[src/rtl/rr_arb_mux_pkg.sv]
// ----------------------------------------------------------------------------
// rr_arb_mux_pkg
// Shared definitions for the round-robin / fixed-priority arbitrating mux.
//   arb_mode_e : arbitration mode encodings (MODE_FIXED, MODE_RR)
//   clog2()    : index-width helper, usable in parameter expressions
// ----------------------------------------------------------------------------
package rr_arb_mux_pkg;

    typedef enum logic {
        MODE_FIXED = 1'b0,
        MODE_RR    = 1'b1
    } arb_mode_e;

    // Smallest w such that 2**w >= value. Callers only pass value >= 2, so
    // the result is always at least 1 and a selector port is never zero-width.
    function automatic int clog2(input int value);
        int result;
        result = 0;
        while ((1 << result) < value) begin
            result++;
        end
        return result;
    endfunction

endpackage : rr_arb_mux_pkg

[src/rtl/rr_prio_enc.sv]
// ----------------------------------------------------------------------------
// rr_prio_enc
// Combinational rotating priority encoder. Searches req upward starting at
// index 'start', wrapping modulo NUM_CH, and reports the first set bit.
// Ports:
//   req   in  NUM_CH  request vector, bit k = channel k
//   start in  IDX_W   index where the search begins (must be < NUM_CH)
//   grant out NUM_CH  one-hot grant for the winner, zero if no request
//   idx   out IDX_W   winner index, zero if no request
//   any   out 1       at least one request bit is set
// ----------------------------------------------------------------------------
module rr_prio_enc #(
    parameter int NUM_CH = 4,
    parameter int IDX_W  = 2
) (
    input  logic [NUM_CH-1:0] req,
    input  logic [IDX_W-1:0]  start,
    output logic [NUM_CH-1:0] grant,
    output logic [IDX_W-1:0]  idx,
    output logic              any
);

    always_comb begin
        int cand;
        grant = '0;
        idx   = '0;
        any   = 1'b0;
        cand  = 0;
        for (int i = 0; i < NUM_CH; i++) begin
            // Candidate channel for this search step, wrapped into range.
            cand = int'(start) + i;
            if (cand >= NUM_CH) begin
                cand = cand - NUM_CH;
            end
            if (!any && req[cand]) begin
                any         = 1'b1;
                grant[cand] = 1'b1;
                idx         = IDX_W'(cand);
            end
        end
    end

endmodule : rr_prio_enc

[src/rtl/rr_arb_mux.sv]
// ----------------------------------------------------------------------------
// rr_arb_mux
// Arbitrating N:1 mux with a single registered output stage. Each cycle the
// stage is free (empty, or being drained) one requesting channel is granted
// and its word is captured; the grant is chosen by fixed priority (lowest
// index) or round-robin from rr_ptr.
// Ports:
//   clk       in  1              rising-edge clock
//   rst_n     in  1              asynchronous active-low reset
//   mode      in  1              0 = fixed priority, 1 = round-robin
//   in_valid  in  NUM_CH         per-channel request
//   in_data   in  NUM_CH*DATA_W  channel k at [k*DATA_W +: DATA_W]
//   in_ready  out NUM_CH         one-hot accept for the winning channel
//   out_valid out 1              output register holds a word
//   out_data  out DATA_W         registered winning word
//   out_sel   out SEL_W          registered winning channel index
//   out_ready in  1              downstream accepts
// ----------------------------------------------------------------------------
module rr_arb_mux
    import rr_arb_mux_pkg::*;
#(
    parameter  int NUM_CH = 4,
    parameter  int DATA_W = 8,
    localparam int SEL_W  = clog2(NUM_CH)
) (
    input  logic                     clk,
    input  logic                     rst_n,
    input  logic                     mode,
    input  logic [NUM_CH-1:0]        in_valid,
    input  logic [NUM_CH*DATA_W-1:0] in_data,
    output logic [NUM_CH-1:0]        in_ready,
    output logic                     out_valid,
    output logic [DATA_W-1:0]        out_data,
    output logic [SEL_W-1:0]         out_sel,
    input  logic                     out_ready
);

    logic [SEL_W-1:0]  rr_ptr;
    logic [SEL_W-1:0]  start_idx;
    logic [SEL_W-1:0]  win_idx;
    logic [SEL_W-1:0]  ptr_next;
    logic [NUM_CH-1:0] win_grant;
    logic              win_any;
    logic              free;
    logic              accept;
    logic [DATA_W-1:0] win_data;

    // Fixed priority is simply a rotating search that always starts at 0,
    // so both modes share one encoder and mode changes act immediately.
    assign start_idx = (mode == MODE_RR) ? rr_ptr : '0;

    rr_prio_enc #(
        .NUM_CH (NUM_CH),
        .IDX_W  (SEL_W)
    ) u_prio_enc (
        .req   (in_valid),
        .start (start_idx),
        .grant (win_grant),
        .idx   (win_idx),
        .any   (win_any)
    );

    // The stage can take a word when it is empty or its word leaves this
    // cycle. Gating with rst_n keeps in_ready low during reset even though
    // the cleared out_valid would otherwise make the stage look free.
    assign free     = !out_valid || out_ready;
    assign in_ready = (rst_n && free) ? win_grant : '0;
    assign accept   = rst_n && free && win_any;

    // AND-OR mux keyed by the one-hot grant; avoids a variable part-select.
    always_comb begin
        win_data = '0;
        for (int k = 0; k < NUM_CH; k++) begin
            if (win_grant[k]) begin
                win_data = in_data[k*DATA_W +: DATA_W];
            end
        end
    end

    assign ptr_next = (win_idx == SEL_W'(NUM_CH - 1)) ? '0 : win_idx + SEL_W'(1);

    always_ff @(posedge clk or negedge rst_n) begin
        if (!rst_n) begin
            out_valid <= 1'b0;
            out_data  <= '0;
            out_sel   <= '0;
        end else if (accept) begin
            out_valid <= 1'b1;
            out_data  <= win_data;
            out_sel   <= win_idx;
        end else if (out_ready) begin
            // Drained with nothing behind it: data/sel keep last values.
            out_valid <= 1'b0;
        end
    end

    // The pointer advances on every accepted word in either mode, so a
    // switch to round-robin continues fairly from the last winner.
    always_ff @(posedge clk or negedge rst_n) begin
        if (!rst_n) begin
            rr_ptr <= '0;
        end else if (accept) begin
            rr_ptr <= ptr_next;
        end
    end

    a_in_ready_onehot0 : assert property (
        @(posedge clk) disable iff (!rst_n) $onehot0(in_ready));

    a_hold_on_stall : assert property (
        @(posedge clk) disable iff (!rst_n)
        (out_valid && !out_ready) |=> (out_valid && $stable(out_data) && $stable(out_sel)));

    a_no_accept_on_stall : assert property (
        @(posedge clk) disable iff (!rst_n)
        (out_valid && !out_ready) |-> (in_ready == '0));

endmodule : rr_arb_mux

[config.mk]
export PLATFORM = sky130hd
export DESIGN_NAME = rr_arb_mux
export DESIGN_NICKNAME = d
export VERILOG_FILES = /design/src/rtl/rr_arb_mux_pkg.sv /design/src/rtl/rr_prio_enc.sv /design/src/rtl/rr_arb_mux.sv
export SDC_FILE = /design/constraint.sdc
export NUM_CORES = 1
export LEC_CHECK = 0
export ABC_AREA = 0
export CORE_ASPECT_RATIO = 0.8
export CORE_UTILIZATION = 46
export DETAILED_ROUTE_END_ITERATION = 7
export PLACE_DENSITY = 0.83
export SETUP_SLACK_MARGIN = 0.2
export SLEW_MARGIN = 20
export SYNTH_ARGS = -nofsm -noshare
export SYNTH_HDL_FRONTEND = slang
export SYNTH_HIERARCHICAL = 1
export SYNTH_SLANG_ARGS = --single-unit
[constraint.sdc]
create_clock -name clk -period 11.61 [get_ports clk]
set_input_delay 2.322 -clock clk [delete_from_list [all_inputs] [get_ports clk]]
set_output_delay 2.322 -clock clk [all_outputs]
set_load 0.01 [all_outputs]
==> reports/qor.csv <==
metric,value,unit
tns,0,ps
fin_crit_sh,74.8,%
grtUsageMet1,35.4,%
totalWireLength,3.66,mm
p_per_area,206,mW/mm^2
min_path_type,reg -> reg,
drtIter0Drc,117,
outcome,finished clean,
cts_tree,built,
start_util,51.2,%
ys_ff_latch,13,
reg2reg_depth,10,
pre_cts_ws,2980,ps
ioPinCount,55,
drt-wirelength-per-cell,16.0,um
yosys-top-cells-area,"dfrtp_1 (25%), ha_1 (8.6%), a21oi_1 (6.5%), a221o_1 (6.1%), mux4_1 (6.0%)",
crit_arrival,6360,ps
endpoint,in_ready[0],
hold_viol,0,
multiInputGateArea,857,sq um
worstPathMaxFanout,14,
setup.worst_path.start,mode,
yosys_warnings,6,
syn_area_per_cell,9.17,sq um
gp_congestion,0.826,
yosys.area.top_type_share,24.8,%
cp-end-kind,primary output,
slew_viol_final,0,
path_class,in -> out,
htree_levels,1,
synth_nets,192,
clock_path_buffers,2,
clock_latency,270,ps
register_area,325,sq um
cts_buffers,3,
area_delta_synth_final,42.0,%
met3_usage,2.36,%
ys_seq_area_share,24.8,%
dieArea,0.00307,sq mm
dp_cells,224,
top_usage_layer,met2,
required,9290,ps
worst_slack,2920,ps
synth_area,0.00131,sq mm
cts_sinks,13,
clk_pin_slew,80,ps
ctsHoldBuffers,0,
slew_headroom,28.2,%
synth_area_leader_cell,dfrtp_1,
route.vias.total,1322,
finClkSkew,1.64,ps
drive_gt1_share,8.85,%
cts_root_buf,clkbuf_4,
diodes,0,
holdWs,523,ps
r2r_end,out_data[5],
p_total,384,uW
drc,0,
cts_resized,0,
core-area,0.00256,sq mm
stdcell_count,228,
fmax,0.115,GHz
grt_use_met2,42.3,%
cap_violations,0,
die_h,49.8,um
antenna_found_initial,0,
yosysUniqueCellTypes,32,
rsz0062_at_grt,no,
numPortBuffers,54,
dp.final_hpwl,2.88,mm
grt.total_usage,25.9,%
nFillCells,207,
avgViaCountPerCell,5.80,
start_kind,input pin,
grt_pass1_wl,5.93,mm
firstDrtPassIters,5,
crit-reg2reg-launch,rr_ptr[0],
setup_viol,0,
synth_cells,143,
overflow,0,
r2r_slack,7670,ps
die_w,61.7,um
hp-start,out_sel[1],
worst_pin_slew,1070,ps
vdd.ir_drop.worst,99.3,uV
num_rows,16,
grt_max_degree,19,
nets,242,
grt_pass1_vias,1261,
ant_nets,0,
finalCriticalPeriod,8690,ps
cts_setup_buffers,0,
leakagePower,0.000754,uW
## per-stage QoR
| step | instance area (sq um) | util (%) |
|---|---|---|
| 6_report | 1860 | 72.7 |
| 5_1_grt | 1860 | 72.7 |
| 4_1_cts | 1860 | 72.7 |
| 3_5_place_dp | 1840 | 71.6 |
| 3_3_place_gp | 1840 | 71.6 |
| 2_1_floorplan | 1310 | - |
## logic make-up (layout without fill, tap and decap cells)
family	Yosys count	in the layout	share of synthesized area, %
AO/OA/AOI/OAI	50	50	25.5
AND/OR/NAND/NOR	36	36	17.1
buffers and inverters	24	73	9.83
flip-flops	13	13	24.8
multiplexers	11	11	14.2
adder cells (fa/ha/maj)	9	9	8.59
## power breakdown
part | internal [uW] | switching, uW | total [uW]
logic | 140 | 136 | 276
registers | 67.5 | 13.3 | 80.9
clock network | 13.3 | 13.8 | 27.0
total | 221 | 163 | 384
## layout by cell type (no fill, tap or decap), types with 4 or more instances in the layout
cell and instances:
clkdlybuf4s50_1 54, inv_1 12, nand2_1 11, and3_1 4, nand3b_1 8, ha_1 9
a21oi_1 17, dfrtp_1 13, a31oi_1 8, a22oi_1 8, mux2_2 4, o21ai_0 4
a221o_1 8
## cell usage after synthesis (all sizes together)
cell and instances:
a21oi 17, dfrtp 13, inv 12, nand2 11, ha 9, a221o 8, a22oi 8, a31oi 8
nand3b 8, buf 7, mux2 6, clkbuf 5, o21ai 5, and2 4, and3 4, mux4 4
nor2 3, nand2b 2, a32o 1, and2b 1, mux2i 1, nor3 1, nor4 1, nor4b 1
o211ai 1, o311ai 1, o31ai 1
## how the worst min path moves through the flow
stage / to / slack, ps / cells after the start
after floorplan: rr_ptr[0] / 470 / 1
after global placement: out_sel[0] / 490 / 1
after detailed placement: out_sel[1] / 510 / 1
after CTS: out_sel[1] / 520 / 1
after global routing: out_sel[0] / 540 / 1
final: out_sel[1] / 520 / 1
## layer usage
layer	routed length [um]	up-vias	part of all wire, %
li1	-	638	-
met3	198	10	5.4
met2	1760	63	48
met5	0	-	0
met4	74	0	2.0
met1	1630	611	45
## critical path, stage by stage
cell             delay (ps)
clkdlybuf4s50_1         460
and2_1                  490
inv_1                   210
ha_1                    410
mux4_2                  440
and2b_2                 310
a22oi_1                  70
o21ai_0                 830
and3_1                  280
clkdlybuf4s50_1         540
## layout make-up
type / instances / area share, %
clock buffers: 4 / 1.41
inverters: 12 / 2.42
multi-input cells: 106 / 46.0
flip-flops and latches: 13 / 17.5
well taps: 36 / 2.42
repair buffers: 57 / 30.2
## state kept, by name, indices dropped and copies added (netlist names)
register	count
out_data	8
out_sel	2
out_valid	1
rr_ptr	2
Power figures use the tool's default switching activity.
